[src/rtl/master_control_if.sv]
// master_control_if: off-chip transfer link between initiator and responder.
//   request  : initiator -> responder, transfer requested
//   valid    : initiator -> responder, data_out is valid
//   data_out : initiator -> responder, 3-bit payload
//   ack      : responder -> initiator, acknowledge (asynchronous to clk)
// Modports: master (initiator side), slave (responder side).
interface master_control_if;
  logic       request;
  logic       valid;
  logic [2:0] data_out;
  logic       ack;

  modport master (output request, output valid, output data_out, input ack);
  modport slave  (input request, input valid, input data_out, output ack);
endinterface

[src/rtl/master_control.sv]
// master_control: initiator side of the chip-to-chip 3-bit transfer link.
// A one-cycle send pulse captures data_sw and raises request. Once the
// synchronized ack is seen, a notice period of DELAY_CYCLES is held, then
// data is presented with valid. The transfer closes when ack falls.
//
// Ports:
//   clk      : system clock
//   rst_n    : asynchronous active-low reset
//   send     : one-cycle pulse, start a transfer (ignored while busy)
//   data_sw  : value to transmit, captured on an accepted send
//   link     : master_control_if.master (request, valid, data_out, ack)
//   notice   : LED, high while waiting for ack and during the hold period
//   busy     : high in every state except IDLE
//   error    : ack timeout flag
//
// Build option: define MASTER_TIMEOUT_EN to abort WAIT_ACK/SEND after
// TIMEOUT_CYCLES without the awaited ack edge. Without it, error stays 0.
module master_control #(
  parameter int unsigned DELAY_CYCLES   = 100_000_000,
  parameter int unsigned TIMEOUT_CYCLES = 200_000_000,
  parameter int unsigned CNT_W          = 28
) (
  input  logic                   clk,
  input  logic                   rst_n,
  input  logic                   send,
  input  logic [2:0]             data_sw,
  master_control_if.master       link,
  output logic                   notice,
  output logic                   busy,
  output logic                   error
);

  typedef enum logic [1:0] {
    IDLE     = 2'd0,
    WAIT_ACK = 2'd1,
    HOLD     = 2'd2,
    SEND     = 2'd3
  } state_t;

  localparam logic [CNT_W-1:0] DELAY_LAST   = CNT_W'(DELAY_CYCLES - 1);
  localparam logic [CNT_W-1:0] TIMEOUT_LAST = CNT_W'(TIMEOUT_CYCLES - 1);
  localparam logic [CNT_W-1:0] CNT_MAX      = '1;
  localparam logic [CNT_W-1:0] CNT_ONE      = CNT_W'(1);

  state_t           state, state_d;
  logic             ack_meta, ack_s;
  logic [CNT_W-1:0] cnt, cnt_d;
  logic             request_d, valid_d, notice_d, busy_d, error_d;
  logic [2:0]       data_d;

  // Two-flop synchronizer for the off-chip ack.
  always_ff @(posedge clk or negedge rst_n) begin
    if (!rst_n) begin
      ack_meta <= 1'b0;
      ack_s    <= 1'b0;
    end else begin
      ack_meta <= link.ack;
      ack_s    <= ack_meta;
    end
  end

  // State, counter and all outputs are registered together.
  always_ff @(posedge clk or negedge rst_n) begin
    if (!rst_n) begin
      state         <= IDLE;
      cnt           <= '0;
      link.request  <= 1'b0;
      link.valid    <= 1'b0;
      link.data_out <= '0;
      notice        <= 1'b0;
      busy          <= 1'b0;
      error         <= 1'b0;
    end else begin
      state         <= state_d;
      cnt           <= cnt_d;
      link.request  <= request_d;
      link.valid    <= valid_d;
      link.data_out <= data_d;
      notice        <= notice_d;
      busy          <= busy_d;
      error         <= error_d;
    end
  end

`ifndef MASTER_TIMEOUT_EN
  // TIMEOUT_CYCLES has no effect in this build.
  logic [CNT_W-1:0] unused_timeout;
  assign unused_timeout = TIMEOUT_LAST;
`endif

  // Next-state and next-output logic. Output values are those of the
  // state being entered, so registered outputs line up with the state.
  always_comb begin
    state_d   = state;
    cnt_d     = cnt;
    request_d = link.request;
    valid_d   = link.valid;
    data_d    = link.data_out;
    notice_d  = notice;
    busy_d    = busy;
    error_d   = error;

    case (state)
      IDLE: begin
        request_d = 1'b0;
        valid_d   = 1'b0;
        notice_d  = 1'b0;
        busy_d    = 1'b0;
        // ack_s is deliberately not looked at here.
        if (send) begin
          data_d    = data_sw;
          request_d = 1'b1;
          notice_d  = 1'b1;
          busy_d    = 1'b1;
          error_d   = 1'b0;
          cnt_d     = '0;
          state_d   = WAIT_ACK;
        end
      end

      WAIT_ACK: begin
        request_d = 1'b1;
        valid_d   = 1'b0;
        notice_d  = 1'b1;
        busy_d    = 1'b1;
        if (ack_s) begin
          request_d = 1'b0;
          cnt_d     = '0;
          state_d   = HOLD;
        end
`ifdef MASTER_TIMEOUT_EN
        else if (cnt == TIMEOUT_LAST) begin
          request_d = 1'b0;
          notice_d  = 1'b0;
          busy_d    = 1'b0;
          error_d   = 1'b1;
          state_d   = IDLE;
        end else if (cnt != CNT_MAX) begin
          cnt_d = cnt + CNT_ONE;
        end
`endif
      end

      HOLD: begin
        request_d = 1'b0;
        valid_d   = 1'b0;
        notice_d  = 1'b1;
        busy_d    = 1'b1;
        if (cnt == DELAY_LAST) begin
          valid_d  = 1'b1;
          notice_d = 1'b0;
          cnt_d    = '0;
          state_d  = SEND;
        end else if (cnt != CNT_MAX) begin
          cnt_d = cnt + CNT_ONE;
        end
      end

      SEND: begin
        request_d = 1'b0;
        valid_d   = 1'b1;
        notice_d  = 1'b0;
        busy_d    = 1'b1;
        if (!ack_s) begin
          valid_d = 1'b0;
          busy_d  = 1'b0;
          state_d = IDLE;
        end
`ifdef MASTER_TIMEOUT_EN
        else if (cnt == TIMEOUT_LAST) begin
          valid_d = 1'b0;
          busy_d  = 1'b0;
          error_d = 1'b1;
          state_d = IDLE;
        end else if (cnt != CNT_MAX) begin
          cnt_d = cnt + CNT_ONE;
        end
`endif
      end

      default: begin
        request_d = 1'b0;
        valid_d   = 1'b0;
        notice_d  = 1'b0;
        busy_d    = 1'b0;
        cnt_d     = '0;
        state_d   = IDLE;
      end
    endcase
  end

endmodule

[src/flat_wrapper.sv]
// flat-port wrapper written by rule: the top's interface ports become plain ports
module master_control_flat 
#(
  parameter int unsigned DELAY_CYCLES   = 100_000_000,
  parameter int unsigned TIMEOUT_CYCLES = 200_000_000,
  parameter int unsigned CNT_W          = 28
)
  (clk, rst_n, send, data_sw, notice, busy, error, link_request, link_valid, link_data_out, link_ack);
  master_control_if link_i ();
  input  logic clk;
  input  logic rst_n;
  input  logic send;
  input  logic [2:0] data_sw;
  output logic notice;
  output logic busy;
  output logic error;
  output wire logic [$bits(link_i.request)-1:0] link_request;
  output wire logic [$bits(link_i.valid)-1:0] link_valid;
  output wire logic [$bits(link_i.data_out)-1:0] link_data_out;
  input wire logic [$bits(link_i.ack)-1:0] link_ack;
  assign link_request = link_i.request;
  assign link_valid = link_i.valid;
  assign link_data_out = link_i.data_out;
  assign link_i.ack = link_ack;
  master_control #(.DELAY_CYCLES(DELAY_CYCLES), .TIMEOUT_CYCLES(TIMEOUT_CYCLES), .CNT_W(CNT_W)) u_core (.clk(clk), .rst_n(rst_n), .send(send), .data_sw(data_sw), .link(link_i), .notice(notice), .busy(busy), .error(error));
endmodule
[config.mk]
export PLATFORM = sky130hd
export DESIGN_NAME = master_control_flat
export DESIGN_NICKNAME = d
export VERILOG_FILES = /design/src/rtl/master_control_if.sv /design/src/rtl/master_control.sv /design/src/flat_wrapper.sv
export SDC_FILE = /design/constraint.sdc
export NUM_CORES = 1
export LEC_CHECK = 0
export BUFFER_PORTS_ARGS = -buffer_cell sky130_fd_sc_hd__clkbuf_2
export CORE_MARGIN = 2
export CORE_UTILIZATION = 50
export CTS_CLUSTER_SIZE = 16
export DETAILED_ROUTE_END_ITERATION = 6
export PLACE_DENSITY = 0.7
export SLEW_MARGIN = 15
export SYNTH_ARGS = -nofsm -noshare
export SYNTH_HDL_FRONTEND = slang
export SYNTH_SLANG_ARGS = --single-unit
[constraint.sdc]
create_clock -name clk -period 3.2 [get_ports clk]
set_clock_uncertainty 0.2 [all_clocks]
set_input_delay 0.64 -clock clk [delete_from_list [all_inputs] [get_ports clk]]
set_output_delay 0.64 -clock clk [all_outputs]
set_load 0.005 [all_outputs]
==> results.toml <==
[power_and_ir_drop]
internal-power_mw = 1.135
p_leak_nw = 1.063
powerDensity_nw_per_um2 = 714.3
p_sw_frac = 0.3751
seqPwrFrac = 0.335
ir_worst_vdd_mv = 0.4320
switchingPower_mw = 0.6813
pwr-share-clk = 0.269
share_comb_of_total_power = 0.397

[synth]
synth_area_leaders = "dfrtp_1 42%, nand2_1 5.1%, o21ai_0 3.9%"
synth_edf_count = 0
async_flop_share = 1.000
syn_area_um2 = 2300
synth_nets = 270
synth_cell_type_count = 50
synthFlopType = "dfrtp_1"
synthCells = 258
synth_area_leader_cell = "dfrtp_1"
synth-seq-cells = 39
yosys_warnings = 0
synth.avg_cell_area_um2 = 8.914
synth_seq_area_share = 0.4244
synth_top_area_frac = 0.4244

[clock_tree]
cts_tree = "done"
post_cts_buffers = 0
cts_buffer_depth = 2
clkSlewWorstSetupHoldPaths_ns = 0.08
htree_levels = 2
clock_sinks = 39
cts_buffers = 5
cts_root_buffer = "clkbuf_8"
cts-resized-gates = 0
postCtsHoldBufs = 0
clock_latency_ns = 0.30

[worst_hold_path]
min_to = "u_core.ack_s"
min_from = "u_core.ack_meta"
hold_path_class = "flip-flop to flip-flop"
whs_path_depth = 0

[timing]
hold_viol = 0
grt_setup_unrepaired = "false"
slew_violations = 0
max_slew_margin = 0.3511
worst_pin_slew_ns = 0.9733
min_period_over_period = 0.8085
setup_violations = 0
setup_ws_ns = 0.6127
tns_ns = 0
hold_ws_ns = 0.1544
timing.fmax_mhz = 386.5
min_period_ns = 2.587

[setup_path]
crit_arrival_ns = 2.57
ff2ff_setup_slack_ns = 0.61
cp_max_fo = 15
r2r_cells = 6
crit_path_end_kind = "flip-flop"
worst_ep_required_time_ns = 3.18
r2r_end = "u_core.cnt[15]"
startpoint_type = "flip-flop"
r2r_start = "u_core.cnt[17]"
worstSetupPathType = "flip-flop to flip-flop"

[die]
coreArea_um2 = 4384
die_height_um = 71.82
chipWidth_um = 71.82
die_area_um2 = 5158
ioPinCount = 15
rows = 24
start_util = 0.5245

[grt]
grt_antenna_before_repair = 0
grt_usage = 0.2253
grt_max_degree = 40
overflow = 0
grt_pass1_wl_um = 9032
grt_pass1_vias = 1853

[routing]
num_vias = 2033
drt_wl_total_um = 5342
drtPass1Iterations = 4
wire_per_inst_um = 16.34
first_iter_violations = 146
drc = 0
vias_per_cell = 6.217
final_antenna_net_count = 0

[placement]
dp.cells = 319
pre_cts_slack_ns = 0.6232
numPortBuffers = 13
hpwlAfterDp_um = 3748
gp_congestion = 0.8774

[finish]
num_antenna_cells = 0
area_growth_syn_to_layout_pct = 10.56
drive_above_1_share = 0.1491
fin_util = 0.5799
fin_cells = 327
nets = 286

[run_status]
status = "complete, no violations"

[flow_run]
maxCapViolations = 0
==> area by class of cell <==
class,instances,area (um^2)
fillers,388,1842
multi-input cells,201,1225
flip-flops and latches,39,975.9
repair buffers,20,117.6
clock buffers,6,72.57
well taps,52,65.06
clock inverters,2,60.06
inverters,7,26.28
==> routing by layer <==
layer,track usage,wire length (um)
met3,0.05345,280
met5,0,0
met4,0.07757,66
met2,0.3416,2585
met1,0.3176,2410
==> state kept, by name, indices dropped and copies added (netlist names) <==
| register | cells |
|---|---|
| u_core.cnt | 28 |
| u_core.link.valid | 1 |
| u_core.ack_s | 1 |
| u_core.state | 2 |
| u_core.busy | 1 |
| u_core.link.data_out | 3 |
| u_core.ack_meta | 1 |
| u_core.notice | 1 |
| u_core.link.request | 1 |
==> worst max-delay path, stage by stage (launching register included) <==
cell and delay, ns:
dfrtp_1 0.46, or4b_4 0.56, or3_4 0.36, o31a_4 0.31
nand2_2 0.26, nor3_1 0.09, a211o_1 0.23
==> metrics by stage <==
stage	cell area [um^2]	total power, mW
global placement	2410	1.321
CTS	2542	1.823
finish	2542	1.816
floorplan	2300	1.123
global route	2542	1.949
detailed placement	2410	1.330
==> cell families (layout without fill, tap and decap cells) <==
family	Yosys count	after routing	synth area share
muxes	3	3	0.01469
AOI/OAI and AO/OA	79	79	0.2264
buffers and inverters	18	35	0.04298
other	1	1	0.001631
adders and majority gates	5	5	0.02720
and+or+nand+nor	113	113	0.2628
DFF	39	39	0.4244
==> power by group through the flow <==
stage | Combinational [mW] | Clock, mW | Sequential (mW)
CTS | 0.720 | 0.496 | 0.606
finish | 0.720 | 0.488 | 0.608
global placement | 0.709 | 0 | 0.612
detailed placement | 0.715 | 0 | 0.615
floorplan | 0.509 | 0 | 0.613
global route | 0.810 | 0.523 | 0.616
==> cells in the mapped netlist (7+ instances only) <==
cell / number
dfrtp_1: 39
nand2_1: 31
nor2_1: 19
o21ai_0: 18
nand3_1: 15
o21ai_1: 12
a31oi_1: 11
nand4_1: 11
a21oi_1: 10
o31ai_1: 8
and3_1: 7
inv_1: 7
==> worst max-delay path by stage <==
| stage | start | end | slack, ns | depth (start not counted) |
|---|---|---|---|---|
| floorplan | u_core.cnt[17] | u_core.cnt[15] | 0.81 | 6 |
| global placement | u_core.cnt[17] | u_core.cnt[15] | 0.66 | 6 |
| detailed placement | u_core.cnt[17] | u_core.cnt[15] | 0.62 | 6 |
| CTS | u_core.cnt[17] | u_core.cnt[15] | 0.62 | 6 |
| global route | u_core.state[0] | u_core.cnt[9] | 0.29 | 8 |
| finish | u_core.cnt[17] | u_core.cnt[15] | 0.61 | 6 |
==> cell usage in the layout (no fill, tap or decap), drive strengths merged, types with 2 or more instances in the layout <==
cell type   n
a21boi      2
a21oi      10
a22o        3
a31oi      11
a41oi       2
and2        4
and3        7
and4        2
buf         7
bufinv      2
clkbuf     19
dfrtp      39
ha          5
inv         7
mux2        3
nand2      32
nand3      15
nand4      11
nor2       19
nor3        6
nor4        5
o21ai      30
o22a        2
o22ai       3
o31ai       9
o41ai       2
or2         2
or3         4
(Power assumes the default switching activity.)
